### src/rtl/muldiv_pkg.sv
// Shared types and opcode helpers for the iterative RV32M/RV64M multiply/divide unit.
package muldiv_pkg;

    typedef enum logic [2:0] {
        MUL    = 3'b000,
        MULH   = 3'b001,
        MULHSU = 3'b010,
        MULHU  = 3'b011,
        DIV    = 3'b100,
        DIVU   = 3'b101,
        REM    = 3'b110,
        REMU   = 3'b111
    } op_e;

    typedef enum logic [1:0] {
        IDLE,
        BUSY,
        DONE
    } state_e;

    function automatic logic is_div(input op_e op);
        return op[2];
    endfunction

    // MUL is treated as unsigned: the low half of the product does not depend on signedness.
    function automatic logic a_signed(input op_e op);
        return (op == MULH) || (op == MULHSU) || (op == DIV) || (op == REM);
    endfunction

    function automatic logic b_signed(input op_e op);
        return (op == MULH) || (op == DIV) || (op == REM);
    endfunction

endpackage

### src/rtl/muldiv_sign_fix.sv
// Conditional two's-complement negate; used as abs() on operands and as sign correction on results.
module muldiv_sign_fix #(
    parameter int XLEN = 32
) (
    input  logic            neg,
    input  logic [XLEN-1:0] val,
    output logic [XLEN-1:0] res
);

    assign res = neg ? (~val + XLEN'(1)) : val;

endmodule

### src/rtl/muldiv_unit.sv
// Iterative multiply/divide unit: one bit per cycle on operand magnitudes, sign fixed on the last step.
module muldiv_unit
    import muldiv_pkg::*;
#(
    parameter int XLEN          = 32,
    parameter bit SHORT_CIRCUIT = 1
) (
    input  logic            clk,
    input  logic            rst_n,
    input  logic            flush,
    input  logic            in_valid,
    output logic            in_ready,
    input  logic [2:0]      op,
    input  logic [XLEN-1:0] src_a,
    input  logic [XLEN-1:0] src_b,
    input  logic [4:0]      rd_in,
    output logic            out_valid,
    input  logic            out_ready,
    output logic [XLEN-1:0] result,
    output logic [4:0]      rd_out,
    output logic            busy
);

    localparam int            CW   = $clog2(XLEN) + 1;
    localparam logic [CW-1:0] LAST = CW'(XLEN - 1);

    state_e          state, state_nxt;
    op_e             op_in, op_q;
    logic [4:0]      rd_q;
    logic [CW-1:0]   cnt;
    logic [XLEN-1:0] hi, lo, opnd;
    logic            sa_q, neg_q, bz_q;

    logic            accept, in_div, in_rem, b_zero, ovf, sc_hit, sa, sb;
    logic [XLEN-1:0] sc_res, mag_a, mag_b;

    assign op_in     = op_e'(op);
    assign accept    = (state == IDLE) && in_valid && !flush;
    assign in_ready  = (state == IDLE);
    assign out_valid = (state == DONE);
    assign busy      = (state != IDLE);

    assign in_div = is_div(op_in);
    assign in_rem = in_div && op[1];
    assign b_zero = (src_b == '0);
    assign ovf    = in_div && !op[0] && (src_a == {1'b1, {(XLEN-1){1'b0}}}) && (src_b == '1);
    assign sc_hit = in_div ? (b_zero || ovf) : ((src_a == '0) || b_zero);
    assign sa     = a_signed(op_in) & src_a[XLEN-1];
    assign sb     = b_signed(op_in) & src_b[XLEN-1];

    always_comb begin
        sc_res = '0;
        if (in_div && b_zero) begin
            sc_res = in_rem ? src_a : '1;
        end else if (ovf) begin
            sc_res = in_rem ? '0 : src_a;
        end
    end

    muldiv_sign_fix #(.XLEN(XLEN)) u_abs_a (.neg(sa), .val(src_a), .res(mag_a));
    muldiv_sign_fix #(.XLEN(XLEN)) u_abs_b (.neg(sb), .val(src_b), .res(mag_b));

    // One iteration: multiply shifts the product right into lo, divide shifts the quotient left into lo.
    logic [XLEN:0]   mul_sum, div_sh;
    logic [XLEN-1:0] div_diff, hi_n, lo_n;
    logic            div_ge;

    always_comb begin
        mul_sum  = {1'b0, hi} + (lo[0] ? {1'b0, opnd} : '0);
        div_sh   = {hi, lo[XLEN-1]};
        div_ge   = (div_sh >= {1'b0, opnd});
        div_diff = div_sh[XLEN-1:0] - opnd;
        if (is_div(op_q)) begin
            hi_n = div_ge ? div_diff : div_sh[XLEN-1:0];
            lo_n = {lo[XLEN-2:0], div_ge};
        end else begin
            hi_n = mul_sum[XLEN:1];
            lo_n = {mul_sum[0], lo[XLEN-1:1]};
        end
    end

    logic [2*XLEN-1:0] prod;
    logic [XLEN-1:0]   quo, remv, res_fin;

    muldiv_sign_fix #(.XLEN(2*XLEN)) u_fix_prod (.neg(neg_q), .val({hi_n, lo_n}), .res(prod));
    // A zero divisor must leave the all-ones quotient untouched even for a negative dividend.
    muldiv_sign_fix #(.XLEN(XLEN)) u_fix_quo (.neg(neg_q & ~bz_q), .val(lo_n), .res(quo));
    muldiv_sign_fix #(.XLEN(XLEN)) u_fix_rem (.neg(sa_q), .val(hi_n), .res(remv));

    always_comb begin
        res_fin = quo;
        case (op_q)
            MUL:                 res_fin = prod[XLEN-1:0];
            MULH, MULHSU, MULHU: res_fin = prod[2*XLEN-1:XLEN];
            REM, REMU:           res_fin = remv;
            default:             res_fin = quo;
        endcase
    end

    always_comb begin
        state_nxt = state;
        case (state)
            IDLE: if (accept) state_nxt = (SHORT_CIRCUIT && sc_hit) ? DONE : BUSY;
            BUSY: begin
                if (flush)            state_nxt = IDLE;
                else if (cnt == LAST) state_nxt = DONE;
            end
            DONE: if (flush || out_ready) state_nxt = IDLE;
            default: state_nxt = IDLE;
        endcase
    end

    always_ff @(posedge clk) begin
        if (!rst_n) begin
            state  <= IDLE;
            cnt    <= '0;
            result <= '0;
            rd_out <= '0;
        end else begin
            state <= state_nxt;
            if (accept) begin
                cnt <= '0;
                if (SHORT_CIRCUIT && sc_hit) begin
                    result <= sc_res;
                    rd_out <= rd_in;
                end
            end else if (state == BUSY && !flush) begin
                cnt <= cnt + CW'(1);
                if (cnt == LAST) begin
                    result <= res_fin;
                    rd_out <= rd_q;
                end
            end
        end
    end

    always_ff @(posedge clk) begin
        if (accept) begin
            op_q  <= op_in;
            rd_q  <= rd_in;
            sa_q  <= sa;
            neg_q <= sa ^ sb;
            bz_q  <= b_zero;
            hi    <= '0;
            lo    <= in_div ? mag_a : mag_b;
            opnd  <= in_div ? mag_b : mag_a;
        end else if (state == BUSY) begin
            hi <= hi_n;
            lo <= lo_n;
        end
    end

endmodule

### config.mk
export PLATFORM = sky130hd
export DESIGN_NAME = muldiv_unit
export DESIGN_NICKNAME = d
export VERILOG_FILES = /design/src/rtl/muldiv_pkg.sv /design/src/rtl/muldiv_sign_fix.sv /design/src/rtl/muldiv_unit.sv
export SDC_FILE = /design/constraint.sdc
export NUM_CORES = 1
export LEC_CHECK = 0
export BUFFER_PORTS_ARGS = -buffer_cell sky130_fd_sc_hd__buf_2
export CAP_MARGIN = 20
export CORE_AREA = 2 2 173 175
export DETAILED_ROUTE_END_ITERATION = 10
export DIE_AREA = 0 0 175 177
export PLACE_DENSITY_LB_ADDON = 0.15
export SLEW_MARGIN = 5
export SYNTH_ARGS = -nofsm -noshare
export SYNTH_HDL_FRONTEND = slang
export SYNTH_SLANG_ARGS = --single-unit
### constraint.sdc
create_clock -name clk -period 4.25 [get_ports clk]
set_input_delay 0.2125 -clock clk [delete_from_list [all_inputs] [get_ports clk]]
set_output_delay 0.2125 -clock clk [all_outputs]
set_load 0.005 [all_outputs]
==> flow_summary_export.csv <==
group,metric,value,unit
status,outcome,"finished, violations left",
status,violations,"setup timing",
global_routing,grt_pass1_wl,115000,um
critical_path,cp.arrival,4910,ps
drt,num_vias,21346,
sta,period_minus_slack,4580,ps
sta,drv_slew,0,
finish,drive_gt1_share,30.9,%
clock_network,cts_made_buffers,17,
synth,yosys.cell_types.count,105,
critical_path,endpoint_kind,"flip-flop",
synth,synth_nets,2318,
sta,rsz0062_at_grt,"true",
sta,fin_skew,14.3,ps
clock_network,path_clk_slew,80,ps
sta,worst_pin_slew,772,ps
sta,fin_ws,-328,ps
drt,first_pass_iters,7,
synth,synth_area_per_cell,7.58,um^2
placement,placed_cells,2953,
synth,ys_async_sr_fraction,0,%
sta,max_clock_freq,218,MHz
critical_path,required,4580,ps
power,pwr-share-comb,60.3,%
synth,ys_seq_area_share,23.1,%
sta,final_hold_viol_count,0,
critical_path,critPathMaxFanout,18,
floorplan,die_h,177,um
power,p_seq_share,21.1,%
power,max-vdd-ir-drop,300,uV
placement,preCtsSetupSlack,-259,ps
placement,hpwl,60700,um
finish,area_delta_synth_final,36.1,%
drt,wirelength,81900,um
worst_hold_path,hp-class,"in2reg",
clock_network,clk_latency,450,ps
global_routing,overflow,0,
floorplan,dieArea,31000,um^2
global_routing,grt_pass1_vias,19817,
finish,nNetsFinal,2783,
power,swShare,45.2,%
synth,synth_ff_type,"dfxtp_1",
drt,viasPerCell,7.03,
synth,ys_ff_latch,152,
power,power.share.clock,18.6,%
clock_network,clk_path_buf_depth,2,
clock_network,htreeDepth,4,
synth,syn_inst,2169,
finish,final_common_cell,"buf_4",
sta,whs,24.9,ps
sta,fin_crit_sh,108,%
global_routing,grtUsageTotal,48.7,%
finish,fin_util,76.5,%
drt,postRouteAntennaNets,0,
sta,finalSetupViolCount,27,
power,p_int,4.79,mW
synth,yosysTopAreaCell,"edfxtp_1",
synth,synth_edf_count,75,
power,powerDensity,390,nW/um^2
placement,gp_congestion,1.10,
clock_network,clock_sinks,152,
finish,num-fill-cells,2134,
clock_network,cts-root-buf,"clkbuf_16",
power,switchingPower,3.95,mW
floorplan,initial_core_util,56.2,%
placement,placed_area,20100,um^2
placement,io_buffers,116,
floorplan,die_w,175,um
finish,final_area,22400,um^2
critical_path,critical_path.startpoint_type,"flip-flop",
synth,synth_area_leaders,"edfxtp_1 14%, dfxtp_1 9.4%, a21oi_1 5.7%",
floorplan,ioPinCount,117,
sta,slew_headroom,47.1,%
floorplan,coreArea,29200,um^2
clock_network,cts_tree,"done",
critical_path,crit_type,"reg2reg",
synth,syn_area,16400,um^2
floorplan,rows,63,
power,p_leak,9.48,nW
synth,synth_top_area_share,13.7,%
drt,drc_errors,0,
synth,yosysWarnings,0,
drt,first_iter_violations,3350,
global_routing,antenna_found_initial,6,
finish,mostFrequentLayoutCells,"410 x buf_4, 239 x nand2_1, 174 x a21oi_1, 156 x nor2_1, 146 x o21ai_0",
drt,wl_per_cell,27.0,um
finish,fin_cells,3038,
global_routing,grt_max_degree,75,
job,drv_cap,0,
cells in the mapped netlist, drive strengths merged (67+ instances only):
library cell and number:
nand2 240, a21oi 191, o21ai 177, nor2 166, mux2i 88, inv 82
dfxtp 77, edfxtp 75, clkbuf 71, ha 70, nand3 67, nor3 67
layout make-up:
cell class	count	area, um^2	area share, %
multi-input combinational	1826	13100	58.6
timing repair buffer	555	4080	18.2
sequential	152	3790	17.0
tap	390	488	2.18
clock buffer	17	425	1.90
inverter	82	308	1.38
clock inverter	15	178	0.794
antenna	1	2.50	0.0112
flip-flops by register name, indices dropped and copies added, names as in the netlist:
register,flops
sa_q,1
cnt,6
result,32
bz_q,1
rd_out,5
opnd,32
state,2
op_q,3
neg_q,1
rd_q,5
hi,32
lo,32
worst paths after layout:
kind / from / depth (start not counted) / to / slack, ps
worst max-delay path: opnd[30]$_DFFE_PP_ / 20 / result[17]$_SDFFE_PN0P_ / -330
worst min-delay path: op[0] / 1 / op_q[0]$_DFFE_PP_ / 20
worst max register to register: opnd[30]$_DFFE_PP_ / 20 / result[17]$_SDFFE_PN0P_ / -330
worst min register to register: cnt[5]$_SDFFE_PP0P_ / 2 / cnt[5]$_SDFFE_PP0P_ / 510
cell families (layout without fill, tap and decap cells):
logic type | after synthesis | count (layout) | synth area share [%]
AND/OR/NAND/NOR | 793 | 793 | 24.2
AO/OA/AOI/OAI | 744 | 744 | 30.0
buffers and inverters | 191 | 669 | 4.73
flip-flops | 152 | 152 | 23.1
XOR/XNOR | 117 | 117 | 6.23
multiplexers | 100 | 100 | 6.18
adder cells (fa/ha/maj) | 72 | 72 | 5.57
other | 0 | 1 | 0
critical path: stages (launching register included):
cell      delay [ps]
edfxtp_1         370
inv_2             60
ha_4             280
nand4_1          120
buf_4            160
buf_4            180
nor3_4           390
nand4_1          200
and3b_2          290
buf_12           180
a21oi_2          180
o21a_1           400
nand4_1          210
buf_4            220
nor4_4           210
buf_4            210
buf_4            140
a21oi_2           50
nor3_1           170
a311o_1          300
a31oi_1          130
repair_timing:
| item | in CTS | in global routing |
|---|---|---|
| setup endpoints to repair | 25 | 27 |
| setup buffers | 10 | 39 |
| resized for setup | 55 | 194 |
| endpoints found under the hold margin | 5 | 0 |
| hold buffers | 5 | 0 |
| pin swaps | 23 | 94 |
| cloned | 0 | 1 |
routing by layer:
layer	part of all wire [%]	track usage [%]	vias to the layer above
li1	-	-	9144
met1	33	54.4	9782
met2	43	78.2	1783
met5	0.15	0	-
met3	13	13.4	629
met4	11	39.5	8
stage by stage:
stage | setup TNS, ps | power (mW)
global placement | -2360 | 6.04
global route | -6420 | 8.97
finish | -5230 | 8.73
detailed placement | -3680 | 6.13
floorplan | -73.0 | 4.13
CTS | 0 | 7.86
power by group through the flow:
stage	Combinational [mW]	Clock, mW	Sequential (mW)
after floorplan	2.33	0	1.81
after global placement	4.19	0	1.85
after detailed placement	4.28	0	1.85
after CTS	4.44	1.59	1.82
after global routing	5.46	1.66	1.85
final	5.27	1.63	1.84
(Power assumes the default switching activity.)
